[config.mk]
export PLATFORM = sky130hd
export DESIGN_NAME = fifo_wr_rptr_sync
export DESIGN_NICKNAME = d
export VERILOG_FILES = /design/src/rtl/fifo_pkg.sv /design/src/rtl/gray_to_binary.sv /design/src/rtl/fifo_wr_rptr_sync.sv
export SDC_FILE = /design/constraint.sdc
export NUM_CORES = 1
export LEC_CHECK = 0
export BUFFER_PORTS_ARGS = -buffer_cell sky130_fd_sc_hd__buf_4
export CORE_MARGIN = 2
export CORE_UTILIZATION = 45
export CTS_BUF_LIST = sky130_fd_sc_hd__clkbuf_16
export CTS_CLUSTER_DIAMETER = 40
export DETAILED_ROUTE_END_ITERATION = 10
export PLACE_DENSITY = 0.71
export SLEW_MARGIN = 20
export SYNTH_ARGS = -nofsm -noshare
export SYNTH_HDL_FRONTEND = slang
export SYNTH_HIERARCHICAL = 1
export SYNTH_SLANG_ARGS = --single-unit
[constraint.sdc]
create_clock -name wclk -period 2.85 [get_ports wclk]
set_clock_uncertainty 0.15 [all_clocks]
set_input_delay 0.1425 -clock wclk [delete_from_list [all_inputs] [get_ports wclk]]
set_output_delay 0.1425 -clock wclk [all_outputs]
set_load 0.02 [all_outputs]
[src/rtl/fifo_pkg.sv]
// Shared definitions for the async FIFO write-side read-pointer receiver.
package fifo_pkg;

  localparam int DEF_ADD_WIDTH   = 3;
  localparam int DEF_SYNC_STAGES = 2;
  localparam int DEF_AF_THRESH   = 6;
  localparam int DEPTH           = 1 << DEF_ADD_WIDTH;

  typedef logic [DEF_ADD_WIDTH:0] ptr_t;

  // Encoder used by the pointer sources; gray_to_binary is its inverse.
  function automatic ptr_t binary_to_gray(input ptr_t bin);
    return bin ^ (bin >> 1);
  endfunction

endpackage

[src/rtl/gray_to_binary.sv]
// Combinational Gray-to-binary decoder: each binary bit is the XOR of
// the Gray bits at and above it.
module gray_to_binary #(
  parameter int WIDTH = 4
) (
  input  logic [WIDTH-1:0] gray,
  output logic [WIDTH-1:0] bin
);

  for (genvar i = 0; i < WIDTH; i++) begin : g_bit
    assign bin[i] = ^(gray >> i);
  end

endmodule

[src/rtl/fifo_wr_rptr_sync.sv]
// Write-domain receiver for the async FIFO Gray read pointer.
// Synchronises rptr into wclk, decodes both pointers and registers the
// occupancy, free space, almost-full and coherence-error outputs.
// Optional sticky overflow flag: define FIFO_WR_OVF_EN.
module fifo_wr_rptr_sync
  import fifo_pkg::*;
#(
  parameter int ADD_WIDTH   = DEF_ADD_WIDTH,
  parameter int SYNC_STAGES = DEF_SYNC_STAGES,
  parameter int AF_THRESH   = DEF_AF_THRESH
) (
  input  logic               wclk,
  input  logic               wrst_n,
  input  logic [ADD_WIDTH:0] rptr,
  input  logic [ADD_WIDTH:0] wptr,
  input  logic               winc,
`ifdef FIFO_WR_OVF_EN
  input  logic               wovf_clr,
  output logic               wovf,
`endif
  output logic [ADD_WIDTH:0] wq2_rptr,
  output logic [ADD_WIDTH:0] wcount,
  output logic [ADD_WIDTH:0] wspace,
  output logic               walmost_full,
  output logic               wsync_err
);

  localparam int PW = ADD_WIDTH + 1;
  localparam logic [ADD_WIDTH:0] WDEPTH = PW'(1 << ADD_WIDTH);
  localparam logic [ADD_WIDTH:0] AF_LVL = PW'(AF_THRESH);
  localparam logic [ADD_WIDTH:0] ONE    = PW'(1);

  logic [ADD_WIDTH:0] sync_q [SYNC_STAGES];
  logic [ADD_WIDTH:0] sync_d [SYNC_STAGES];
  logic [ADD_WIDTH:0] prev_q, prev_d;
  logic [ADD_WIDTH:0] wcount_q, wcount_d;
  logic [ADD_WIDTH:0] wspace_q, wspace_d;
  logic               waf_q, waf_d;
  logic               wsync_err_q, wsync_err_d;

  logic [ADD_WIDTH:0] rbin, wbin;
  logic [ADD_WIDTH:0] cnt_calc;
  logic [ADD_WIDTH:0] ptr_diff;
  logic               err;

  assign wq2_rptr = sync_q[SYNC_STAGES-1];

  gray_to_binary #(.WIDTH(PW)) u_rdec (.gray(wq2_rptr), .bin(rbin));
  gray_to_binary #(.WIDTH(PW)) u_wdec (.gray(wptr),     .bin(wbin));

  // Plain shift chain, nothing between the flops.
  always_comb begin
    sync_d[0] = rptr;
    for (int i = 1; i < SYNC_STAGES; i++) sync_d[i] = sync_q[i-1];
  end

  // Occupancy of the post-edge write pointer; any incoherence forces full.
  always_comb begin
    cnt_calc    = wbin + {{ADD_WIDTH{1'b0}}, winc} - rbin;
    ptr_diff    = wq2_rptr ^ prev_q;
    err         = ((ptr_diff & (ptr_diff - ONE)) != '0) || (cnt_calc > WDEPTH);
    wcount_d    = err ? WDEPTH : cnt_calc;
    wspace_d    = WDEPTH - wcount_d;
    waf_d       = (wcount_d >= AF_LVL);
    wsync_err_d = err;
    prev_d      = wq2_rptr;
  end

  // Sync chain and all write-side status registers.
  always_ff @(posedge wclk or negedge wrst_n) begin
    if (!wrst_n) begin
      for (int i = 0; i < SYNC_STAGES; i++) sync_q[i] <= '0;
      prev_q      <= '0;
      wcount_q    <= '0;
      wspace_q    <= WDEPTH;
      waf_q       <= 1'b0;
      wsync_err_q <= 1'b0;
    end else begin
      sync_q      <= sync_d;
      prev_q      <= prev_d;
      wcount_q    <= wcount_d;
      wspace_q    <= wspace_d;
      waf_q       <= waf_d;
      wsync_err_q <= wsync_err_d;
    end
  end

  assign wcount       = wcount_q;
  assign wspace       = wspace_q;
  assign walmost_full = waf_q;
  assign wsync_err    = wsync_err_q;

`ifdef FIFO_WR_OVF_EN
  logic wovf_q, wovf_d;

  // Sticky overflow: a write while already full sets it; set beats clear.
  always_comb begin
    wovf_d = wovf_q;
    if (winc && (wcount_q == WDEPTH)) wovf_d = 1'b1;
    else if (wovf_clr)                wovf_d = 1'b0;
  end

  // Overflow flag register.
  always_ff @(posedge wclk or negedge wrst_n) begin
    if (!wrst_n) wovf_q <= 1'b0;
    else         wovf_q <= wovf_d;
  end

  assign wovf = wovf_q;
`endif

endmodule

==> flow_results.xml, run 1 <==
<?xml version="1.0" encoding="UTF-8"?>
<metrics>
  <group name="logic_synthesis">
    <metric name="synth_nets" unit="">93</metric>
    <metric name="leading_post_synthesis_cells_by_instance_count" unit="">sky130_fd_sc_hd__dfrtp_1, sky130_fd_sc_hd__ha_1, sky130_fd_sc_hd__xor2_1</metric>
    <metric name="synth_top_flop_cell" unit="">sky130_fd_sc_hd__dfrtp_1</metric>
    <metric name="synth_edf_count" unit="">0</metric>
    <metric name="syn_area" unit="um2">975.9</metric>
    <metric name="yosys-top-cells-area" unit="">sky130_fd_sc_hd__dfrtp_1, sky130_fd_sc_hd__ha_1, sky130_fd_sc_hd__xor2_1</metric>
    <metric name="synth_top_area_frac" unit="">0.5128</metric>
    <metric name="synth.yosys.warnings" unit="">6</metric>
    <metric name="yosys.cell_types.count" unit="">23</metric>
    <metric name="synth_async_sr_flop_share" unit="">1.000</metric>
    <metric name="yosysSeqAreaShare" unit="">0.5397</metric>
    <metric name="synth.largest_area_cell" unit="">sky130_fd_sc_hd__dfrtp_1</metric>
    <metric name="yosys.cell_count.top_type" unit="">sky130_fd_sc_hd__dfrtp_1</metric>
    <metric name="gate_count_of_the_mapped_netlist" unit="">73</metric>
    <metric name="synth.avg_cell_area" unit="um2">13.37</metric>
    <metric name="ys_ff_latch" unit="">21</metric>
  </group>
  <group name="grt">
    <metric name="grt_start_max_net_pins" unit="">22</metric>
    <metric name="overflow" unit="">0</metric>
    <metric name="global_route_wire_length_before_repair" unit="um">3098</metric>
    <metric name="grtUsageTotal" unit="">0.1705</metric>
    <metric name="antenna_violations_before_repair" unit="">0</metric>
    <metric name="first_global_vias" unit="">714</metric>
  </group>
  <group name="sta">
    <metric name="setup_viol" unit="">6</metric>
    <metric name="tightest_slew" unit="ps">523.4</metric>
    <metric name="slew_headroom" unit="">0.6511</metric>
    <metric name="achievable-frequency" unit="GHz">0.3269</metric>
    <metric name="period_minus_slack" unit="ps">3059</metric>
    <metric name="fin_setup_tns" unit="ps">-756.5</metric>
    <metric name="final-max-slew-violation-count" unit="">0</metric>
    <metric name="final_min_period_over_clock_period" unit="">1.073</metric>
    <metric name="setup_slack" unit="ps">-208.8</metric>
    <metric name="rsz0062_at_grt" unit="">yes</metric>
    <metric name="number_of_hold_slack_violations_in_the_final_timing_report" unit="">0</metric>
  </group>
  <group name="clock_network">
    <metric name="max-clock-path-buffers" unit="">2</metric>
    <metric name="cts_tree" unit="">done</metric>
    <metric name="clock_insertion_delay_worst_skew" unit="ps">250</metric>
    <metric name="numClockSinks" unit="">21</metric>
    <metric name="htreeDepth" unit="">1</metric>
    <metric name="cts_inserted_buffers" unit="">3</metric>
    <metric name="cts.clk_slew.worst_paths" unit="ps">60</metric>
    <metric name="cts_root_buf" unit="">sky130_fd_sc_hd__clkbuf_16</metric>
  </group>
  <group name="status">
    <metric name="violations" unit="">negative setup slack</metric>
    <metric name="outcome" unit="">finished with violations</metric>
  </group>
  <group name="power">
    <metric name="p_leak" unit="uW">0.0007128</metric>
    <metric name="cellPowerDensity" unit="nW/um2">805.1</metric>
    <metric name="totalPowerFinal" unit="uW">1221</metric>
    <metric name="peakVddDrop" unit="mV">0.5990</metric>
  </group>
  <group name="die">
    <metric name="fp.dieArea" unit="um2">2557</metric>
    <metric name="design.core.area" unit="um2">2002</metric>
    <metric name="row_count" unit="">16</metric>
    <metric name="die_width" unit="um">50.57</metric>
    <metric name="die_height" unit="um">50.57</metric>
    <metric name="initial_utilization" unit="">0.4875</metric>
    <metric name="number_of_top_level_pins" unit="">25</metric>
  </group>
  <group name="route">
    <metric name="wire_per_inst" unit="um">12.67</metric>
    <metric name="vias" unit="">660</metric>
    <metric name="drt_iter0_markers" unit="">2</metric>
    <metric name="antenna_violating_nets_post_route" unit="">0</metric>
    <metric name="drcViolationCount" unit="">0</metric>
    <metric name="vias_per_cell" unit="">4.490</metric>
    <metric name="firstDrtPassIters" unit="">2</metric>
    <metric name="postRouteWirelength" unit="um">1862</metric>
  </group>
  <group name="run">
    <metric name="cap_viol_max_count" unit="">0</metric>
  </group>
  <group name="setup_path">
    <metric name="crit_fanout" unit="">4</metric>
    <metric name="criticalPathCategory" unit="">flop to flop</metric>
    <metric name="worst_setup_path_end_kind" unit="">flop</metric>
    <metric name="worst_setup_path_start_kind" unit="">flop</metric>
    <metric name="required" unit="ps">2830</metric>
    <metric name="critical_path_arrival" unit="ps">3040</metric>
  </group>
  <group name="placed_design">
    <metric name="place.port_buffers" unit="">24</metric>
    <metric name="place_inst" unit="">132</metric>
    <metric name="dp.final_hpwl" unit="um">1270</metric>
    <metric name="postPlaceCellArea" unit="um2">1272</metric>
    <metric name="gp_congestion" unit="">0.7683</metric>
  </group>
  <group name="layout">
    <metric name="layout-drive-gt1-share" unit="">0.5750</metric>
    <metric name="antennaDiodeCount" unit="">0</metric>
    <metric name="synthToLayoutAreaGrowth" unit="%">55.38</metric>
    <metric name="finalNetCount" unit="">141</metric>
    <metric name="finish.instance_area" unit="um2">1516</metric>
    <metric name="finalNonFillerCells" unit="">147</metric>
    <metric name="final_core_utilization" unit="">0.7575</metric>
  </group>
  <group name="min_path">
    <metric name="min_path_type" unit="">input port to flop</metric>
  </group>
</metrics>
[layer usage]
metal | routed length, um | global-route usage | up-vias | share of wire
li1 | - | - | 322 | -
met1 | 770 | 0.1922 | 322 | 0.41
met2 | 1019 | 0.3048 | 12 | 0.55
met3 | 42 | 0.02679 | 4 | 0.023
met4 | 29 | 0.09459 | 0 | 0.016
met5 | 0 | 0 | - | 0
[power by group]
group | switching (uW) | total [uW] | internal [uW]
Clock | 109 | 299 | 190
Sequential | 15.5 | 359 | 343
Combinational | 270 | 563 | 293
Total | 394 | 1220 | 827
[critical path: stages, from the launching register on]
cell	delay [ps]
sky130_fd_sc_hd__dfrtp_2	420
sky130_fd_sc_hd__xor2_2	190
sky130_fd_sc_hd__buf_4	150
sky130_fd_sc_hd__xor2_2	150
sky130_fd_sc_hd__inv_2	60
sky130_fd_sc_hd__ha_4	240
sky130_fd_sc_hd__fa_2	410
sky130_fd_sc_hd__xor2_2	170
sky130_fd_sc_hd__or3_4	360
sky130_fd_sc_hd__a21oi_4	200
sky130_fd_sc_hd__nand2_2	110
sky130_fd_sc_hd__ha_2	200
sky130_fd_sc_hd__xnor2_2	130
[through the flow]
step	hold slack (ps)	setup slack [ps]
2_1_floorplan	-303.1	-192.1
3_3_place_gp	-120.5	-225.0
3_5_place_dp	-115.0	-251.4
4_1_cts	117.3	-136.1
5_1_grt	134.6	-328.4
6_report	126.1	-208.8
[flip-flops by register name, summed over array words and instances (netlist names)]
| name | count |
|---|---|
| wq2_rptr | 4 |
| wcount | 3 |
| wsync_err | 1 |
| walmost_full | 1 |
| sync_d | 4 |
| prev_q | 4 |
| wspace | 4 |
[final cells by class]
type | count | area, um2
Timing Repair Buffer | 46 | 357.8
Clock inverter | 1 | 7.507
Sequential cell | 21 | 529.3
Tap cell | 27 | 33.78
Fill cell | 136 | 485.5
Inverter | 6 | 22.52
Multi-Input combinational cell | 43 | 490.5
Clock buffer | 3 | 75.07
[worst paths after layout]
| check | startpoint | to | slack [ps] | depth (start not counted) |
|---|---|---|---|---|
| hold / removal | winc | wspace[0]$_DFF_PN0_ | 130 | 3 |
| min in group asynchronous | wrst_n | sync_d[3]$_DFF_PN0_ | 160 | 2 |
| setup reg to reg | wq2_rptr[2]$_DFF_PN0_ | wspace[2]$_DFF_PN0_ | -210 | 12 |
| max in group asynchronous | wrst_n | wspace[3]$_DFF_PN1_ | 2120 | 2 |
| setup / recovery | wq2_rptr[2]$_DFF_PN0_ | wspace[2]$_DFF_PN0_ | -210 | 12 |
| hold reg to reg | sync_d[2]$_DFF_PN0_ | wq2_rptr[2]$_DFF_PN0_ | 200 | 0 |
[cell usage in the layout, fill, tap and decap left out]
cell / count
sky130_fd_sc_hd__buf_4: 41
sky130_fd_sc_hd__dfrtp_1: 18
sky130_fd_sc_hd__xor2_1: 5
sky130_fd_sc_hd__xnor2_1: 5
sky130_fd_sc_hd__dlygate4sd3_1: 5
sky130_fd_sc_hd__inv_1: 4
sky130_fd_sc_hd__xor2_2: 4
sky130_fd_sc_hd__ha_1: 4
sky130_fd_sc_hd__xnor2_2: 3
sky130_fd_sc_hd__ha_4: 3
sky130_fd_sc_hd__clkbuf_16: 3
sky130_fd_sc_hd__nor2_1: 2
sky130_fd_sc_hd__inv_2: 2
sky130_fd_sc_hd__dfrtp_2: 2
sky130_fd_sc_hd__or3_4: 1
sky130_fd_sc_hd__a21o_1: 1
sky130_fd_sc_hd__a21oi_2: 1
sky130_fd_sc_hd__nor3_1: 1
sky130_fd_sc_hd__a21oi_1: 1
sky130_fd_sc_hd__o22ai_1: 1
sky130_fd_sc_hd__a21oi_4: 1
sky130_fd_sc_hd__and2_4: 1
sky130_fd_sc_hd__nand2_1: 1
sky130_fd_sc_hd__nand2_2: 1
sky130_fd_sc_hd__and2_1: 1
sky130_fd_sc_hd__or2_1: 1
sky130_fd_sc_hd__nor3b_2: 1
sky130_fd_sc_hd__o21ai_2: 1
sky130_fd_sc_hd__nand2b_1: 1
sky130_fd_sc_hd__fa_2: 1
sky130_fd_sc_hd__ha_2: 1
sky130_fd_sc_hd__clkinvlp_4: 1
sky130_fd_sc_hd__dfstp_2: 1
[cells by family after synthesis]
logic type,count (synthesis),synth area share
AND/OR/NAND/NOR,11,0.06539
AO/OA/AOI/OAI,6,0.04231
flip-flops,21,0.5397
buffers and inverters,9,0.04615
adder cells (fa/ha/maj),9,0.1231
XOR/XNOR,17,0.1833
[timing repair]
action	4_1_cts	5_1_grt
gates resized for setup	10	3
pin swaps	8	6
setup endpoints to repair	4	7
buffers inserted	4	2
hold buffers	5	0
hold endpoints to repair	25	0
Power figures use the tool's default switching activity.
==> run 2: changes to the inputs <==
ABC_AREA = 1   (was unset)
CORE_UTILIZATION = 48   (was 45)
PLACE_DENSITY = 0.73   (was 0.71)
SLEW_MARGIN = unset   (was 20)
==> run 2 against run 1 <==
  * The flow now finishes without violations
  * Critical endpoint is now walmost_full$_DFF_PN0_
  * Cell count up 44%
  * Area after synthesis up 24%
  * First-iteration DRC count rose to 7.0 times the previous value
  * Count of clock-buffer cells in the layout unchanged
  * Routed wire length up 22%
  * Design area up 6.6%
  * Utilization down 9.3 points
  * Worst hold slack better by 31 ps
  * Combinational power down 38%
  * Sequential power down 5%
  * Maximum frequency up 9.1%
  * Critical path type unchanged
==> flow_results.xml, run 2 <==
<?xml version="1.0" encoding="UTF-8"?>
<metrics>
  <group name="layout">
    <metric name="antennaDiodeCount" unit="">0</metric>
    <metric name="synthToLayoutAreaGrowth" unit="%">33.89</metric>
    <metric name="mostFrequentLayoutCell" unit="">sky130_fd_sc_hd__nand2_1</metric>
    <metric name="layout-drive-gt1-share" unit="">0.3681</metric>
    <metric name="finish.instance_area" unit="um2">1617</metric>
    <metric name="fill_cells" unit="">196</metric>
    <metric name="final_cell_mix" unit="">sky130_fd_sc_hd__nand2_1, sky130_fd_sc_hd__inv_1, sky130_fd_sc_hd__buf_4</metric>
    <metric name="finalNetCount" unit="">203</metric>
  </group>
  <group name="die">
    <metric name="row_count" unit="">18</metric>
    <metric name="number_of_top_level_pins" unit="">25</metric>
    <metric name="design.core.area" unit="um2">2432</metric>
    <metric name="die_height" unit="um">54.16</metric>
    <metric name="initial_utilization" unit="">0.4964</metric>
    <metric name="fp.dieArea" unit="um2">2933</metric>
    <metric name="die_width" unit="um">54.16</metric>
  </group>
  <group name="grt">
    <metric name="grtUsageTotal" unit="">0.1836</metric>
    <metric name="overflow" unit="">0</metric>
    <metric name="first_global_vias" unit="">904</metric>
    <metric name="global_route_wire_length_before_repair" unit="um">3781</metric>
    <metric name="grt_start_max_net_pins" unit="">22</metric>
    <metric name="antenna_violations_before_repair" unit="">0</metric>
  </group>
  <group name="setup_path">
    <metric name="worstPathCellList" unit="">inv_2 &gt; nand2_1 &gt; nand2_1 &gt; nand2_1 &gt; nand2_1 &gt; ha_1 &gt; inv_1 &gt; ha_2 &gt; fa_2 &gt; xor2_2 &gt; o31ai_4 &gt; nand3_2 &gt; ha_2 &gt; o21ai_1 &gt; nand2_1</metric>
    <metric name="critPathTopFamily" unit="">adder cells</metric>
    <metric name="critical_path_arrival" unit="ps">2800</metric>
    <metric name="worst_setup_path_end_kind" unit="">flop</metric>
    <metric name="crit_fanout" unit="">7</metric>
    <metric name="r2r.worst_path.cells" unit="">15</metric>
    <metric name="worst_setup_path_start_kind" unit="">flop</metric>
    <metric name="worstPathBufferInverterCount" unit="">2</metric>
    <metric name="crit_cells" unit="">15</metric>
    <metric name="required" unit="ps">2840</metric>
    <metric name="criticalPathCategory" unit="">flop to flop</metric>
    <metric name="critical_path.most_common_cell" unit="">sky130_fd_sc_hd__nand2_1</metric>
    <metric name="slowest_stage" unit="">sky130_fd_sc_hd__dfrtp_2</metric>
    <metric name="timing.critical_path.slowest_cell_delay" unit="ps">420</metric>
  </group>
  <group name="placed_design">
    <metric name="postPlaceCellArea" unit="um2">1423</metric>
    <metric name="dpl_worst_slack" unit="ps">-27.48</metric>
    <metric name="gp_congestion" unit="">0.8168</metric>
    <metric name="place.port_buffers" unit="">24</metric>
    <metric name="dp.final_hpwl" unit="um">1648</metric>
  </group>
  <group name="status">
    <metric name="outcome" unit="">complete, no violations</metric>
  </group>
  <group name="sta">
    <metric name="final_min_period_over_clock_period" unit="">0.9839</metric>
    <metric name="period_minus_slack" unit="ps">2804</metric>
    <metric name="tightest_slew" unit="ps">260.3</metric>
    <metric name="rsz0062_at_grt" unit="">yes</metric>
    <metric name="setup_slack" unit="ps">45.93</metric>
    <metric name="number_of_hold_slack_violations_in_the_final_timing_report" unit="">0</metric>
    <metric name="slew_headroom" unit="">0.8264</metric>
    <metric name="achievable-frequency" unit="GHz">0.3566</metric>
    <metric name="setup_viol" unit="">0</metric>
    <metric name="final-max-slew-violation-count" unit="">0</metric>
    <metric name="fin_setup_tns" unit="ps">0</metric>
  </group>
  <group name="logic_synthesis">
    <metric name="synth_async_sr_flop_share" unit="">1.000</metric>
    <metric name="ys_ff_latch" unit="">21</metric>
    <metric name="synth.yosys.warnings" unit="">6</metric>
    <metric name="synth_edf_count" unit="">0</metric>
    <metric name="synth.largest_area_cell" unit="">sky130_fd_sc_hd__dfrtp_1</metric>
    <metric name="synth_nets" unit="">165</metric>
    <metric name="syn_area" unit="um2">1207</metric>
    <metric name="leading_post_synthesis_cells_by_instance_count" unit="">sky130_fd_sc_hd__nand2_1, sky130_fd_sc_hd__inv_1, sky130_fd_sc_hd__dfrtp_1</metric>
    <metric name="synth.avg_cell_area" unit="um2">8.327</metric>
    <metric name="yosysSeqAreaShare" unit="">0.4363</metric>
    <metric name="yosys-top-cells-area" unit="">sky130_fd_sc_hd__dfrtp_1, sky130_fd_sc_hd__nand2_1, sky130_fd_sc_hd__inv_1</metric>
    <metric name="yosys.cell_count.top_type" unit="">sky130_fd_sc_hd__nand2_1</metric>
    <metric name="gate_count_of_the_mapped_netlist" unit="">145</metric>
    <metric name="synth_top_flop_cell" unit="">sky130_fd_sc_hd__dfrtp_1</metric>
    <metric name="yosys.cell_types.count" unit="">21</metric>
    <metric name="synth_top_area_frac" unit="">0.4145</metric>
  </group>
  <group name="clock_network">
    <metric name="cts_inserted_buffers" unit="">3</metric>
    <metric name="cts_root_buf" unit="">sky130_fd_sc_hd__clkbuf_16</metric>
    <metric name="htreeDepth" unit="">1</metric>
    <metric name="cts_tree" unit="">done</metric>
    <metric name="clock_insertion_delay_worst_skew" unit="ps">250</metric>
    <metric name="numClockSinks" unit="">21</metric>
    <metric name="max-clock-path-buffers" unit="">2</metric>
    <metric name="cts.clk_slew.worst_paths" unit="ps">60</metric>
  </group>
  <group name="route">
    <metric name="postRouteWirelength" unit="um">2264</metric>
    <metric name="antenna_violating_nets_post_route" unit="">0</metric>
    <metric name="drcViolationCount" unit="">0</metric>
    <metric name="firstDrtPassIters" unit="">4</metric>
    <metric name="drt_iter0_markers" unit="">14</metric>
    <metric name="wire_per_inst" unit="um">10.68</metric>
    <metric name="vias" unit="">969</metric>
    <metric name="vias_per_cell" unit="">4.571</metric>
  </group>
  <group name="power">
    <metric name="peakVddDrop" unit="mV">0.4114</metric>
    <metric name="p_comb_frac" unit="">0.352</metric>
    <metric name="swShare" unit="">0.3262</metric>
    <metric name="totalPowerFinal" unit="uW">987.6</metric>
    <metric name="p_leak" unit="uW">0.0008978</metric>
    <metric name="clock_network_fraction_of_total_power" unit="">0.303</metric>
    <metric name="cellPowerDensity" unit="nW/um2">611.0</metric>
    <metric name="power_switching" unit="uW">322.2</metric>
    <metric name="power.share.sequential" unit="">0.345</metric>
    <metric name="cellInternalPower" unit="uW">665.5</metric>
  </group>
  <group name="run">
    <metric name="cap_viol_max_count" unit="">0</metric>
  </group>
  <group name="min_path">
    <metric name="min_path_type" unit="">input port to async pin</metric>
  </group>
</metrics>
run 2: layout make-up:
type / instances / area, um2 / share of cell area
Multi-Input combinational cell: 87 / 554.3 / 0.3429
Tap cell: 30 / 37.54 / 0.02322
Inverter: 34 / 127.6 / 0.07895
Clock buffer: 3 / 75.07 / 0.04644
Timing Repair Buffer: 36 / 282.8 / 0.1749
Clock inverter: 1 / 7.507 / 0.004644
Sequential cell: 21 / 531.8 / 0.3289
run 2: cell families (layout without fill, tap and decap cells):
logic type / count (synthesis) / count (layout) / share of synthesized area
AND/OR/NAND/NOR: 71 / 71 / 0.2891
buffers and inverters: 37 / 74 / 0.1244
flip-flops: 21 / 21 / 0.4363
adder cells (fa/ha/maj): 9 / 9 / 0.09949
XOR/XNOR: 4 / 4 / 0.02902
AO/OA/AOI/OAI: 3 / 3 / 0.02176
run 2: per-stage QoR:
stage | std cells | util | hold slack (ps)
3_3_place_gp | 198 | 0.5849 | -115.5
4_1_cts | 208 | 0.6435 | 159.4
3_5_place_dp | 198 | 0.5849 | -112.3
5_1_grt | 212 | 0.6646 | 187.0
6_report | 212 | 0.6646 | 157.5
2_1_floorplan | 145 | - | -303.1
run 2: worst paths after layout:
kind                            slack, ps                endpoint             startpoint
worst min register to register        200   wq2_rptr[0]$_DFF_PN0_    sync_d[0]$_DFF_PN0_
worst max register to register         50  walmost_full$_DFF_PN0_  wq2_rptr[2]$_DFF_PN0_
worst max-delay path                   50  walmost_full$_DFF_PN0_  wq2_rptr[2]$_DFF_PN0_
max in group asynchronous            2130     wspace[3]$_DFF_PN1_                 wrst_n
min in group wclk                     190     wspace[3]$_DFF_PN1_                   winc
worst min-delay path                  160     wcount[3]$_DFF_PN0_                 wrst_n
run 2: power by group through the flow:
stage,sequential (uW),clock [uW],combinational [uW]
global route,345,315,383
finish,341,299,348
floorplan,374,0,175
CTS,342,304,313
global placement,347,0,291
detailed placement,348,0,298
run 2: worst reg2reg max path: stages (launching register included):
cell	delay, ps
sky130_fd_sc_hd__dfrtp_2	420
sky130_fd_sc_hd__inv_2	50
sky130_fd_sc_hd__nand2_1	60
sky130_fd_sc_hd__nand2_1	60
sky130_fd_sc_hd__nand2_1	70
sky130_fd_sc_hd__nand2_1	60
sky130_fd_sc_hd__ha_1	270
sky130_fd_sc_hd__inv_1	40
sky130_fd_sc_hd__ha_2	180
sky130_fd_sc_hd__fa_2	370
sky130_fd_sc_hd__xor2_2	180
sky130_fd_sc_hd__o31ai_4	270
sky130_fd_sc_hd__nand3_2	140
sky130_fd_sc_hd__ha_2	190
sky130_fd_sc_hd__o21ai_1	120
sky130_fd_sc_hd__nand2_1	70
run 2: what timing repair did:
action / in CTS / in global routing
hold endpoints to repair: 25 / 0
buffers inserted: 1 / 4
gates resized for setup: 1 / 6
pin swaps: 0 / 4
hold buffers: 5 / 0
setup endpoints to repair: 1 / 3
run 2: metal layers:
| layer | vias up | GRT usage | wire length (um) |
|---|---|---|---|
| met5 | - | 0 | 0 |
| met4 | 0 | 0.06250 | 16 |
| met3 | 2 | 0.02778 | 57 |
| met2 | 12 | 0.3434 | 1260 |
| met1 | 461 | 0.2093 | 930 |
| li1 | 494 | - | - |
==> run 3: changes to the inputs <==
CORE_UTILIZATION = 53   (was 48)
PLACE_DENSITY = 0.77   (was 0.73)
clock period = 2.7 ns   (was 2.85 ns; I/O delays follow)
==> run 3 against run 2 <==
  * The run now ends with negative setup slack left
  * Design area grew 4.4%
  * Largest cell class unchanged
  * Register-to-register slack lost 50 ps
  * Largest power group unchanged
  * Critical path type unchanged
  * Critical endpoint is now wspace[0]$_DFF_PN0_
  * Clock power grew 2%
==> flow_results.xml, run 3 (synthesis results as in run 2) <==
<?xml version="1.0" encoding="UTF-8"?>
<metrics>
  <group name="status">
    <metric name="outcome" unit="">finished with violations</metric>
    <metric name="violations" unit="">negative setup slack</metric>
  </group>
  <group name="sta">
    <metric name="number_of_hold_slack_violations_in_the_final_timing_report" unit="">0</metric>
    <metric name="rsz0062_at_grt" unit="">yes</metric>
    <metric name="achievable-frequency" unit="GHz">0.3692</metric>
    <metric name="tightest_slew" unit="ps">260.0</metric>
    <metric name="slew_headroom" unit="">0.8267</metric>
    <metric name="timing.hold.ws" unit="ps">148.1</metric>
    <metric name="final_min_period_over_clock_period" unit="">1.003</metric>
    <metric name="final-max-slew-violation-count" unit="">0</metric>
    <metric name="period_minus_slack" unit="ps">2709</metric>
    <metric name="setup_slack" unit="ps">-8.854</metric>
    <metric name="fin_setup_tns" unit="ps">-11.58</metric>
    <metric name="setup_viol" unit="">2</metric>
  </group>
  <group name="route">
    <metric name="postRouteWirelength" unit="um">2482</metric>
    <metric name="firstDrtPassIters" unit="">4</metric>
    <metric name="drcViolationCount" unit="">0</metric>
    <metric name="wire_per_inst" unit="um">11.60</metric>
    <metric name="vias" unit="">1005</metric>
    <metric name="vias_per_cell" unit="">4.696</metric>
    <metric name="drt_iter0_markers" unit="">14</metric>
    <metric name="antenna_violating_nets_post_route" unit="">0</metric>
  </group>
  <group name="power">
    <metric name="power_switching" unit="uW">351.3</metric>
    <metric name="p_leak" unit="uW">0.0009281</metric>
    <metric name="p_comb_frac" unit="">0.385</metric>
    <metric name="peakVddDrop" unit="mV">0.4981</metric>
    <metric name="swShare" unit="">0.3255</metric>
    <metric name="clock_network_fraction_of_total_power" unit="">0.284</metric>
    <metric name="cellInternalPower" unit="uW">727.8</metric>
    <metric name="power.share.sequential" unit="">0.332</metric>
    <metric name="cellPowerDensity" unit="nW/um2">639.3</metric>
  </group>
  <group name="grt">
    <metric name="first_global_vias" unit="">990</metric>
    <metric name="overflow" unit="">0</metric>
    <metric name="grtUsageTotal" unit="">0.2120</metric>
    <metric name="global_route_wire_length_before_repair" unit="um">4098</metric>
    <metric name="grt_start_max_net_pins" unit="">22</metric>
    <metric name="antenna_violations_before_repair" unit="">0</metric>
  </group>
  <group name="setup_path">
    <metric name="worstPathBufferInverterCount" unit="">5</metric>
    <metric name="worstPathCellList" unit="">nand2_1 &gt; nand2_2 &gt; nand2_1 &gt; nand2_1 &gt; ha_1 &gt; inv_1 &gt; ha_2 &gt; fa_2 &gt; o31ai_4 &gt; nand3_2 &gt; buf_4 &gt; buf_6 &gt; buf_4 &gt; inv_2</metric>
    <metric name="timing.critical_path.slowest_cell_delay" unit="ps">460</metric>
    <metric name="critical_path.most_common_cell" unit="">sky130_fd_sc_hd__nand2_1</metric>
    <metric name="required" unit="ps">2750</metric>
    <metric name="critPathTopFamily" unit="">adder cells</metric>
    <metric name="crit_fanout" unit="">4</metric>
    <metric name="critical_path_arrival" unit="ps">2760</metric>
    <metric name="worst_setup_path_start_kind" unit="">flop</metric>
    <metric name="slowest_stage" unit="">sky130_fd_sc_hd__fa_2</metric>
    <metric name="criticalPathCategory" unit="">flop to flop</metric>
    <metric name="worst_setup_path_end_kind" unit="">flop</metric>
  </group>
  <group name="clock_network">
    <metric name="cts_inserted_buffers" unit="">3</metric>
    <metric name="cts_tree" unit="">done</metric>
    <metric name="numClockSinks" unit="">21</metric>
    <metric name="max-clock-path-buffers" unit="">2</metric>
    <metric name="htreeDepth" unit="">1</metric>
    <metric name="cts_root_buf" unit="">sky130_fd_sc_hd__clkbuf_16</metric>
    <metric name="clock_insertion_delay_worst_skew" unit="ps">250</metric>
    <metric name="cts.clk_slew.worst_paths" unit="ps">50</metric>
  </group>
  <group name="die">
    <metric name="row_count" unit="">17</metric>
    <metric name="design.core.area" unit="um2">2191</metric>
    <metric name="number_of_top_level_pins" unit="">25</metric>
    <metric name="die_height" unit="um">51.73</metric>
    <metric name="die_width" unit="um">51.73</metric>
    <metric name="initial_utilization" unit="">0.5511</metric>
    <metric name="fp.dieArea" unit="um2">2676</metric>
  </group>
  <group name="layout">
    <metric name="layout-drive-gt1-share" unit="">0.4032</metric>
    <metric name="finalNonFillerCells" unit="">214</metric>
    <metric name="final_cell_mix" unit="">sky130_fd_sc_hd__nand2_1, sky130_fd_sc_hd__buf_4, sky130_fd_sc_hd__inv_1</metric>
    <metric name="fill_cells" unit="">137</metric>
    <metric name="mostFrequentLayoutCell" unit="">sky130_fd_sc_hd__nand2_1</metric>
    <metric name="final_core_utilization" unit="">0.7704</metric>
    <metric name="synthToLayoutAreaGrowth" unit="%">39.79</metric>
    <metric name="antennaDiodeCount" unit="">0</metric>
    <metric name="finalNetCount" unit="">207</metric>
  </group>
  <group name="placed_design">
    <metric name="gp_congestion" unit="">0.7477</metric>
    <metric name="place.port_buffers" unit="">24</metric>
    <metric name="dp.final_hpwl" unit="um">1681</metric>
    <metric name="place_inst" unit="">201</metric>
    <metric name="dpl_worst_slack" unit="ps">-162.4</metric>
  </group>
  <group name="min_path">
    <metric name="min_path_type" unit="">input port to async pin</metric>
  </group>
  <group name="run">
    <metric name="cap_viol_max_count" unit="">0</metric>
  </group>
</metrics>
==> run 3: changes by cell type in the layout (fill, tap and decap cells not counted), sizes merged <==
| cell | change |
|---|---|
| inv | +1 |
| clkinvlp | -1 |
| buf | +4 |
==> run 3: stage by stage <==
stage	area (um2)	power, uW
2_1_floorplan	1239	602.1
3_3_place_gp	1484	704.6
3_5_place_dp	1484	717.1
4_1_cts	1637	1061
5_1_grt	1688	1144
6_report	1688	1079
==> run 3: path summary, 6_finish.rpt <==
path / slack (ps) / cells after the start / startpoint / end
worst max-delay path: -9 / 14 / wq2_rptr[2]$_DFF_PN0_ / wspace[0]$_DFF_PN0_
worst min-delay path: 150 / 2 / wrst_n / wcount[2]$_DFF_PN0_
worst max register to register: -9 / 14 / wq2_rptr[2]$_DFF_PN0_ / wspace[0]$_DFF_PN0_
worst min register to register: 200 / 0 / sync_d[1]$_DFF_PN0_ / wq2_rptr[1]$_DFF_PN0_
max in group asynchronous: 1980 / 2 / wrst_n / wspace[3]$_DFF_PN1_
min in group wclk: 200 / 0 / sync_d[1]$_DFF_PN0_ / wq2_rptr[1]$_DFF_PN0_
==> run 3: metal layers <==
metal	up-vias	global-route usage	part of all wire
met4	0	0.1272	0.016
met5	-	0	0
li1	508	-	-
met2	20	0.3782	0.54
met1	472	0.2387	0.42
met3	5	0.02874	0.025
==> run 3: what timing repair did <==
| action | in CTS | in global routing |
|---|---|---|
| buffers inserted | 2 | 3 |
| gates resized for setup | 1 | 5 |
| hold endpoints to repair | 25 | 0 |
| endpoints found under the setup margin | 3 | 4 |
| hold buffers | 5 | 0 |
| pin swaps | 3 | 2 |
==> run 3: area by class of cell <==
cell class | count | area [um2] | area share
Clock buffer | 3 | 75.07 | 0.04448
Clock inverter | 1 | 3.754 | 0.002224
Inverter | 34 | 127.6 | 0.07561
Multi-Input combinational cell | 87 | 598.1 | 0.3543
Sequential cell | 21 | 531.8 | 0.3150
Tap cell | 28 | 35.03 | 0.02076
Timing Repair Buffer | 40 | 316.6 | 0.1875
==> run 3: power groups by stage <==
stage | Combinational, uW | Clock (uW) | Sequential [uW]
detailed placement | 354 | 0 | 363
floorplan | 207 | 0 | 395
global route | 458 | 324 | 362
global placement | 343 | 0 | 361
finish | 415 | 306 | 358
CTS | 393 | 310 | 357
